$ cat config.mk
export PLATFORM = sky130hd
export DESIGN_NAME = id_ex_stage
export DESIGN_NICKNAME = d
export VERILOG_FILES = /design/src/rtl/legv8_pkg.sv /design/src/rtl/forwarding_unit.sv /design/src/rtl/id_ex_stage.sv
export SDC_FILE = /design/constraint.sdc
export NUM_CORES = 1
export LEC_CHECK = 0
export ABC_AREA = 1
export ABC_CLOCK_PERIOD_IN_PS = 3900
export CAP_MARGIN = 40
export CORE_AREA = 2 2 230 232
export CTS_BUF_LIST = sky130_fd_sc_hd__clkbuf_8
export CTS_CLUSTER_DIAMETER = 40
export DETAILED_ROUTE_END_ITERATION = 7
export DIE_AREA = 0 0 232 234
export GPL_ROUTABILITY_DRIVEN = 0
export PLACE_DENSITY_LB_ADDON = 0.3
export SYNTH_ARGS = -nofsm -noshare
export SYNTH_HDL_FRONTEND = slang
export SYNTH_HIERARCHICAL = 1
export SYNTH_SLANG_ARGS = --single-unit
$ cat constraint.sdc
create_clock -name clk -period 3.9 [get_ports clk]
set_clock_uncertainty 0.1 [all_clocks]
set_input_delay 0.975 -clock clk [delete_from_list [all_inputs] [get_ports clk]]
set_output_delay 0.975 -clock clk [all_outputs]
set_load 0.005 [all_outputs]
$ cat src/rtl/legv8_pkg.sv
// Shared LEGv8 definitions: datapath width, XZR index, ALUOp encodings,
// the EX control bundle and register-dependence helpers.
package legv8_pkg;

  localparam int XLEN = 64;
  localparam logic [4:0] XZR_IDX = 5'd31;

  typedef enum logic [1:0] {
    ALUOP_LDST  = 2'b00,
    ALUOP_CBZ   = 2'b01,
    ALUOP_RTYPE = 2'b10
  } aluop_e;

  typedef struct packed {
    logic [4:0] rd;
    logic       alu_src;
    logic       reg_write;
    logic       mem_read;
    logic       mem_write;
    logic       mem_to_reg;
  } ex_ctrl_t;

  // A producer matches a source only if it writes, and never through XZR.
  function automatic logic rd_matches(input logic wr, input logic [4:0] rd,
                                      input logic [4:0] src);
    return wr && (rd != XZR_IDX) && (rd == src);
  endfunction

  function automatic logic raw_dep(input logic wr, input logic [4:0] rd,
                                   input logic [4:0] rn, input logic [4:0] rm,
                                   input logic alu_src);
    return rd_matches(wr, rd, rn) || (rd_matches(wr, rd, rm) && !alu_src);
  endfunction

endpackage

$ cat src/rtl/forwarding_unit.sv
// Combinational operand bypass: EX/MEM result beats MEM/WB write data,
// which beats the value read from the register file.
module forwarding_unit #(
  parameter int XLEN = legv8_pkg::XLEN
) (
  input  logic [4:0]      src_idx,
  input  logic [XLEN-1:0] reg_value,
  input  logic            exmem_reg_write,
  input  logic [4:0]      exmem_rd,
  input  logic [XLEN-1:0] exmem_value,
  input  logic            memwb_reg_write,
  input  logic [4:0]      memwb_rd,
  input  logic [XLEN-1:0] memwb_value,
  output logic [XLEN-1:0] fwd_value
);
  import legv8_pkg::rd_matches;

  always_comb begin
    fwd_value = reg_value;
    if (rd_matches(exmem_reg_write, exmem_rd, src_idx)) begin
      fwd_value = exmem_value;
    end else if (rd_matches(memwb_reg_write, memwb_rd, src_idx)) begin
      fwd_value = memwb_value;
    end
  end

endmodule

$ cat src/rtl/id_ex_stage.sv
// LEGv8 ID/EX pipeline register with EX operand forwarding and load-use
// hazard detection. Forwarding is enabled by defining ID_EX_FORWARDING_EN.
module id_ex_stage #(
  parameter int XLEN = legv8_pkg::XLEN
) (
  input  logic            clk,
  input  logic            rst_n,
  input  logic            id_valid,
  input  logic [1:0]      id_ALUOp,
  input  logic [10:0]     id_Opcode,
  input  logic [XLEN-1:0] id_RegData1,
  input  logic [XLEN-1:0] id_RegData2,
  input  logic [XLEN-1:0] id_Imm,
  input  logic [4:0]      id_Rn,
  input  logic [4:0]      id_Rm,
  input  logic [4:0]      id_Rd,
  input  logic            id_ALUSrc,
  input  logic            id_RegWrite,
  input  logic            id_MemRead,
  input  logic            id_MemWrite,
  input  logic            id_MemtoReg,
  input  logic            stall,
  input  logic            flush,
  input  logic            exmem_RegWrite,
  input  logic [4:0]      exmem_Rd,
  input  logic [XLEN-1:0] exmem_ALU_Result,
  input  logic            memwb_RegWrite,
  input  logic [4:0]      memwb_Rd,
  input  logic [XLEN-1:0] memwb_WriteData,
  output logic            id_stall,
  output logic            ex_valid,
  output logic [1:0]      ALUOp,
  output logic [10:0]     Opcode,
  output logic [XLEN-1:0] A,
  output logic [XLEN-1:0] B,
  output logic [XLEN-1:0] ex_StoreData,
  output logic [4:0]      ex_Rd,
  output logic            ex_RegWrite,
  output logic            ex_MemRead,
  output logic            ex_MemWrite,
  output logic            ex_MemtoReg
);
  import legv8_pkg::ex_ctrl_t;
  import legv8_pkg::raw_dep;

  logic            ex_valid_reg;
  ex_ctrl_t        ctrl_reg;
  logic [1:0]      alu_op_reg;
  logic [10:0]     opcode_reg;
  logic [XLEN-1:0] rd1_reg;
  logic [XLEN-1:0] rd2_reg;
  logic [XLEN-1:0] imm_reg;
  logic [4:0]      rn_reg;
  logic [4:0]      rm_reg;
  logic [XLEN-1:0] rn_fwd;
  logic [XLEN-1:0] rm_fwd;
  logic            hazard;

`ifdef ID_EX_FORWARDING_EN
  localparam logic FWD_EN = 1'b1;
  // Only a load in EX cannot be bypassed in time.
  assign hazard = id_valid &&
      raw_dep(ex_valid_reg && ctrl_reg.mem_read, ctrl_reg.rd, id_Rn, id_Rm, id_ALUSrc);
`else
  localparam logic FWD_EN = 1'b0;
  // Without bypass, wait until the producer reaches MEM/WB, where the register
  // file's write-before-read supplies the value.
  assign hazard = id_valid &&
      (raw_dep(ex_valid_reg && ctrl_reg.reg_write, ctrl_reg.rd, id_Rn, id_Rm, id_ALUSrc) ||
       raw_dep(exmem_RegWrite, exmem_Rd, id_Rn, id_Rm, id_ALUSrc));
`endif

  assign id_stall = !flush && (hazard || stall);

  always_ff @(posedge clk or negedge rst_n) begin
    if (!rst_n) begin
      ex_valid_reg <= 1'b0;
      ctrl_reg     <= '0;
      alu_op_reg   <= '0;
      opcode_reg   <= '0;
      rd1_reg      <= '0;
      rd2_reg      <= '0;
      imm_reg      <= '0;
      rn_reg       <= '0;
      rm_reg       <= '0;
    end else if (flush) begin
      ex_valid_reg <= 1'b0;
    end else if (stall) begin
      ex_valid_reg <= ex_valid_reg;
    end else if (hazard) begin
      ex_valid_reg <= 1'b0;
    end else begin
      ex_valid_reg        <= id_valid;
      ctrl_reg.rd         <= id_Rd;
      ctrl_reg.alu_src    <= id_ALUSrc;
      ctrl_reg.reg_write  <= id_RegWrite;
      ctrl_reg.mem_read   <= id_MemRead;
      ctrl_reg.mem_write  <= id_MemWrite;
      ctrl_reg.mem_to_reg <= id_MemtoReg;
      alu_op_reg          <= id_ALUOp;
      opcode_reg          <= id_Opcode;
      rd1_reg             <= id_RegData1;
      rd2_reg             <= id_RegData2;
      imm_reg             <= id_Imm;
      rn_reg              <= id_Rn;
      rm_reg              <= id_Rm;
    end
  end

  forwarding_unit #(.XLEN(XLEN)) u_fwd_rn (
    .src_idx         (rn_reg),
    .reg_value       (rd1_reg),
    .exmem_reg_write (exmem_RegWrite && FWD_EN),
    .exmem_rd        (exmem_Rd),
    .exmem_value     (exmem_ALU_Result),
    .memwb_reg_write (memwb_RegWrite && FWD_EN),
    .memwb_rd        (memwb_Rd),
    .memwb_value     (memwb_WriteData),
    .fwd_value       (rn_fwd)
  );

  forwarding_unit #(.XLEN(XLEN)) u_fwd_rm (
    .src_idx         (rm_reg),
    .reg_value       (rd2_reg),
    .exmem_reg_write (exmem_RegWrite && FWD_EN),
    .exmem_rd        (exmem_Rd),
    .exmem_value     (exmem_ALU_Result),
    .memwb_reg_write (memwb_RegWrite && FWD_EN),
    .memwb_rd        (memwb_Rd),
    .memwb_value     (memwb_WriteData),
    .fwd_value       (rm_fwd)
  );

  assign ex_valid     = ex_valid_reg;
  assign ALUOp        = alu_op_reg;
  assign Opcode       = opcode_reg;
  assign A            = rn_fwd;
  assign B            = ctrl_reg.alu_src ? imm_reg : rm_fwd;
  assign ex_StoreData = rm_fwd;
  assign ex_Rd        = ctrl_reg.rd;
  // A bubble must never write anything downstream.
  assign ex_RegWrite  = ex_valid_reg && ctrl_reg.reg_write;
  assign ex_MemRead   = ex_valid_reg && ctrl_reg.mem_read;
  assign ex_MemWrite  = ex_valid_reg && ctrl_reg.mem_write;
  assign ex_MemtoReg  = ex_valid_reg && ctrl_reg.mem_to_reg;

endmodule

# == After elaboration in Yosys (flattened, before gate mapping) ==
# Cells that the tools add are included.
# op_classes
n_addsub,0
n_mul,0
div,0
order_cmp,0
n_eq_ne,7
shifts,0
muxes,4
n_bitwise,3
reduce_logical,21
# op_table
op,count
2-to-1 mux 64 bit,1
== test 5 bit,4
logical AND 1 bit,14
"inequality test 5 bit, second input constant",2
logical OR 1 bit,4
2-to-1 mux 1 bit,3
inverter 1 bit,3
AND reduction 3 bit,1
zero test 1 bit,2
"inequality test 2 x 1 -> 1 bit, second input constant",1
# totals
ff_bits,216
latch_bits,0
ramBits,0
mem_bits_ro,0
inputBits,370
out_inout_bits,216
word_cells,47
memories,0

# == Logic depth before layout (Yosys ltp) ==
# logic_depth
depth_word,10
depth_mapped,14
ltp_nobuf,12

# == Cells and area by module ==
# Netlist, hierarchy kept.
# modules_own_cells
module,n_inst,cells_per_inst,area_per_inst_um2,seq_area_each_um2
id_ex_stage,1,1192,10566.4,5655.4
forwarding_unit,2,548,2831.5,0.0

# == Worst setup path before layout ==
# Ideal clock, no wire load.
# synth_timing
path_type,input to output
start,in exmem_Rd[4]
end,out id_stall
arrival_ns,1.951
required_ns,2.825
setup_slack_ns,0.874
path_stages,12
path_buffers,2
path_cell_list,inv_1 nand2_1 nand2_1 nor2_1 nand3_1 nand2_1 nand2_1 nand2_1 nand2_1 buf_4 buf_2 a21oi_1
# synth_between
elab_chain_cells,9
elab_cells_between_ends,12
classes_between,eq/ne (3); reduce/logical (9)
# synth_rtl
element,line,text
from (decl),id_ex_stage.sv:25,"input logic [4:0] exmem_Rd,"
inequality test 5 bit,n/a,
logical AND 1 bit (2 in a row),legv8_pkg.sv:26,return wr && (rd != XZR_IDX) && (rd == src);
logical AND 1 bit,legv8_pkg.sv:32,"return rd_matches(wr, rd, rn) || (rd_matches(wr, rd, rm) && !alu_src);"
logical OR 1 bit (*),legv8_pkg.sv:32,
logical OR 1 bit (*),id_ex_stage.sv:69,"(raw_dep(ex_valid_reg && ctrl_reg.reg_write, ctrl_reg.rd, id_Rn, id_Rm, id_ALUSrc) ||"
logical AND 1 bit (*),id_ex_stage.sv:68,assign hazard = id_valid &&
logical OR 1 bit (*),id_ex_stage.sv:73,assign id_stall = !flush && (hazard || stall);
logical AND 1 bit (*),id_ex_stage.sv:73,
to (decl),id_ex_stage.sv:30,"output logic id_stall,"
# Mark *: on every way between the ends. The rest lies on a longest branch, timed or not.

# == Final worst setup path ==
# layout_timing
start,in exmem_Rd[1]
end,out id_stall
# The elaborated chain is that of the path after synthesis.

==> metrics.md <==
| Metric | Value |
|---|---|
| Status | `complete, but fails checks` |
| Failing checks | `slew limit` |
| Post-Route Utilization | `44.7%` |
| Post-CTS Hold Buffers | `0` |
| Post-synthesis mux area share | `4.44%` |
| Clk root buf | `clkbuf_8` |
| Most frequent cells in the layout | `797 x nand2_1, 582 x clkdlybuf4s50_1, 487 x nand4_1, 304 x inv_1, 225 x dfrtp_1` |
| Worst R2R Setup Slack | `approximately 1600 ps` |
| Register area share after synthesis | `between 30% and 40%` |
| DR pass1 iterations | `5` |
| Starting Density | `31.2%` |
| CP Data Arrival Time | `between 2000 and 3000 ps` |
| Gate Count Post-Synth | `roughly 2.3k` |
| Clk_lat worst skew | `roughly 630 ps` |
| Crit path launch type | `input pin` |
| Aggregate routed wire length | `roughly 77 mm` |
| Synthesized area | `around 16000 um2` |
| Most common cell after layout, fill and taps aside | `nand2_1` |
| Crit-path cells | `clkdlybuf4s50_1 -> inv_1 -> nand2_1 -> nand2_1 -> nor2_1 -> nand3_1 -> nand2_1 -> nand2_1 -> nand2_1 -> nand2_4 -> a21oi_2 -> buf_12` |
| Worst-Margin Slew | `between 6000 and 7000 ps` |
| Maxcap violations | `0` |
| DR iter-0 viols | `around 1.7k` |
| Dpl cells | `roughly 3.4k` |
| Pin count of the biggest net entering global routing | `between 100 and 150` |
| Slew headroom | `-327%` |
| Via count | `~19k` |
| CP Class | `input pin to output pin` |
| Gr ovfl total | `0` |
| Clock tree from TritonCTS | `built` |
| Kind of end point of the critical path | `output pin` |
| Port Buf Inserts | `slightly below 600` |
| Final period utilization | `between 90 and 100%` |
| Netlist cell types | `30` |
| RSZ-0062 raised after global routing | `no` |
| CP max-delay cell | `clkdlybuf4s50_1` |
| Final Total Pwr | `about 9.6 mW` |
| TritonCTS Sinks | `between 200 and 250` |
| Number of synthesized register bits | `between 200 and 250` |
| Worst Path Max Fanout | `4` |
| Worst r2r dst | `rd2_reg[25]` |
| Routed WL per cell | `around 22 um` |
| Hold Vio Cnt, Final | `0` |
| Worst EP required | `~2800 ps` |
| Die area | `roughly 54000 um2` |
| GRT Overall Usage | `27.1%` |
| Slowest stage delay, CP | `roughly 570 ps` |
| Area share of fa/ha/maj cells after synthesis | `0%` |
| Largest family of logic cells by synthesized area | `simple AND/OR/NAND/NOR gates` |
| Fillcell total | `approximately 5.3k` |
| Antenna Nets Post-Route | `0` |
| Pwr dens | `~410 nW/um2` |
| Share of the synthesized area in the top cell type | `34.8%` |
| Core area | `~52000 um2` |
| # rows | `84` |
| Simple-gate share of the synthesized area | `between 40% and 50%` |
| Vias in the first global route | `between 15k and 20k` |
| CTS Buffer Depth | `3` |
| Avg Vias per Cell | `about 5.4` |
| H-tree depth | `2` |
| Final Non-Filler Cells | `around 3.5k` |
| Die height | `234 um` |
| Peak supply drop | `0.346 mV` |
| Post-DP HPWL | `50.9 mm` |
| Fmax | `around 0.26 GHz` |
| Setup TNS | `0 ps` |
| I/O pin count | `586` |
| Hold Path Class | `input pin to async pin` |
| Top cells by area, synth | `dfrtp_1 35%, nand4_1 19%, nand2_1 19%` |
| Drc violations | `0` |
| Syn Area/Cell | `~7 um2` |
| Area delta synth->final | `43.4%` |
| Fin crit period | `3780 ps` |
| Initial antenna violation count | `11` |
| Reg-to-Reg Start | `ex_Rd[2]` |
| Register-to-Register Path Depth | `12` |
| Pleak | `between 10 and 15 nW` |
| Num CTS Buffers | `54` |
| Synth warn | `6` |
| Bufs and invs on worst path | `3` |
| Area of the multi-input gates | `slightly below 8000 um2` |
| Compound-gate portion of the synthesized area | `less than 1%` |
| Fin nets | `about 3.1k` |
| Slew Viols, Final | `just under 400` |
| First-pass GRT wire length | `about 110 mm` |
| Die width | `approximately 230 um` |
| Final setup viols | `0` |
| Post-Synth XOR/XNOR Area | `less than 1%` |
| Worst-path clk slew | `about 60 ps` |
| Layout cells sized above 1 | `around 8.4%` |
| Crit path top cell by count | `nand2_1` |
| Top delay family on crit path | `buffers and inverters` |
| Seq. cell area | `5660 um2` |
| Top cell type by total area after synthesis | `dfrtp_1` |
-- worst max-delay path by stage --
| stage | start | to | slack, ps | cells after the start |
|---|---|---|---|---|
| CTS | id_Rn[4] | id_stall | 70 | 12 |
| global placement | id_Rn[4] | id_stall | 110 | 12 |
| floorplan | exmem_Rd[4] | id_stall | 870 | 12 |
| global route | id_Rm[3] | id_stall | 20 | 12 |
| finish | exmem_Rd[1] | id_stall | 120 | 12 |
| detailed placement | id_Rn[4] | id_stall | 70 | 12 |
-- report_power, final --
group | internal (mW) | total (mW) | leakage (nW) | switching (mW)
clock | 2.15 | 3.47 | 0.683 | 1.32
combinational | 1.57 | 3.24 | 8.24 | 1.67
sequential | 2.66 | 2.88 | 2.80 | 0.217
-- area by class of cell --
class / count / share of cell area [%]
clock buffer: 66 / 3.90
clock inverter: 33 / 1.79
tap: 688 / 3.70
multi-input combinational: 1541 / 33.9
timing repair buffer: 620 / 27.4
antenna: 2 / 0.0215
sequential: 226 / 24.3
inverter: 306 / 5.00
-- timing repair --
action,4_1_cts,5_1_grt
buffers inserted,0,0
gates resized for setup,0,1
setup endpoints to repair,0,1
endpoints found under the hold margin,0,0
-- per-stage QoR --
stage	setup slack, ps	hold slack [ps]	instance area [um2]
after detailed placement	70.7	353	21900
after floorplan	874	336	16200
final	117	206	23300
after global placement	114	348	21800
after CTS	68.9	194	23300
after global routing	24.1	242	23300
-- worst reg2reg max path: cells and delay by family, from the launching register on --
family / cells / cell delay [ps]
and+or+nand+nor: 10 / 1150
DFF: 1 / 430
buffers and inverters: 2 / 580
-- cell usage after synthesis --
cell type and n:
a21oi_1 3, a21oi_2 2, buf_1 29, buf_2 62
buf_4 27, buf_6 45, buf_8 14, clkbuf_1 29
clkbuf_8 12, conb_1 1, dfrtp_1 226, inv_1 299
inv_2 7, mux2_2 64, nand2_1 800, nand2_2 8
nand3_1 132, nand3_2 3, nand3_4 2, nand4_1 487
nor2_1 14, nor2_2 2, nor2_4 4, nor3_1 1
o21a_1 1, o21ai_0 2, o21ai_1 2, o21ai_2 6
xnor2_1 2, xor2_1 2
-- kinds of logic after synthesis --
family,count (synthesis)
AOI/OAI and AO/OA,16
xor gates and xnor gates,4
buffers and inverters,524
DFF,226
muxes,64
other,1
and+or+nand+nor,1453
-- metal layers --
layer / wire length [um] / up-vias / global-route usage [%]
met1: 29500 / 9038 / 32.7
li1: - / 8547 / -
met4: 3640 / 8 / 12.7
met2: 35800 / 1123 / 45.0
met5: 54 / - / 0
met3: 7650 / 247 / 7.22
(Power assumes the default switching activity.)
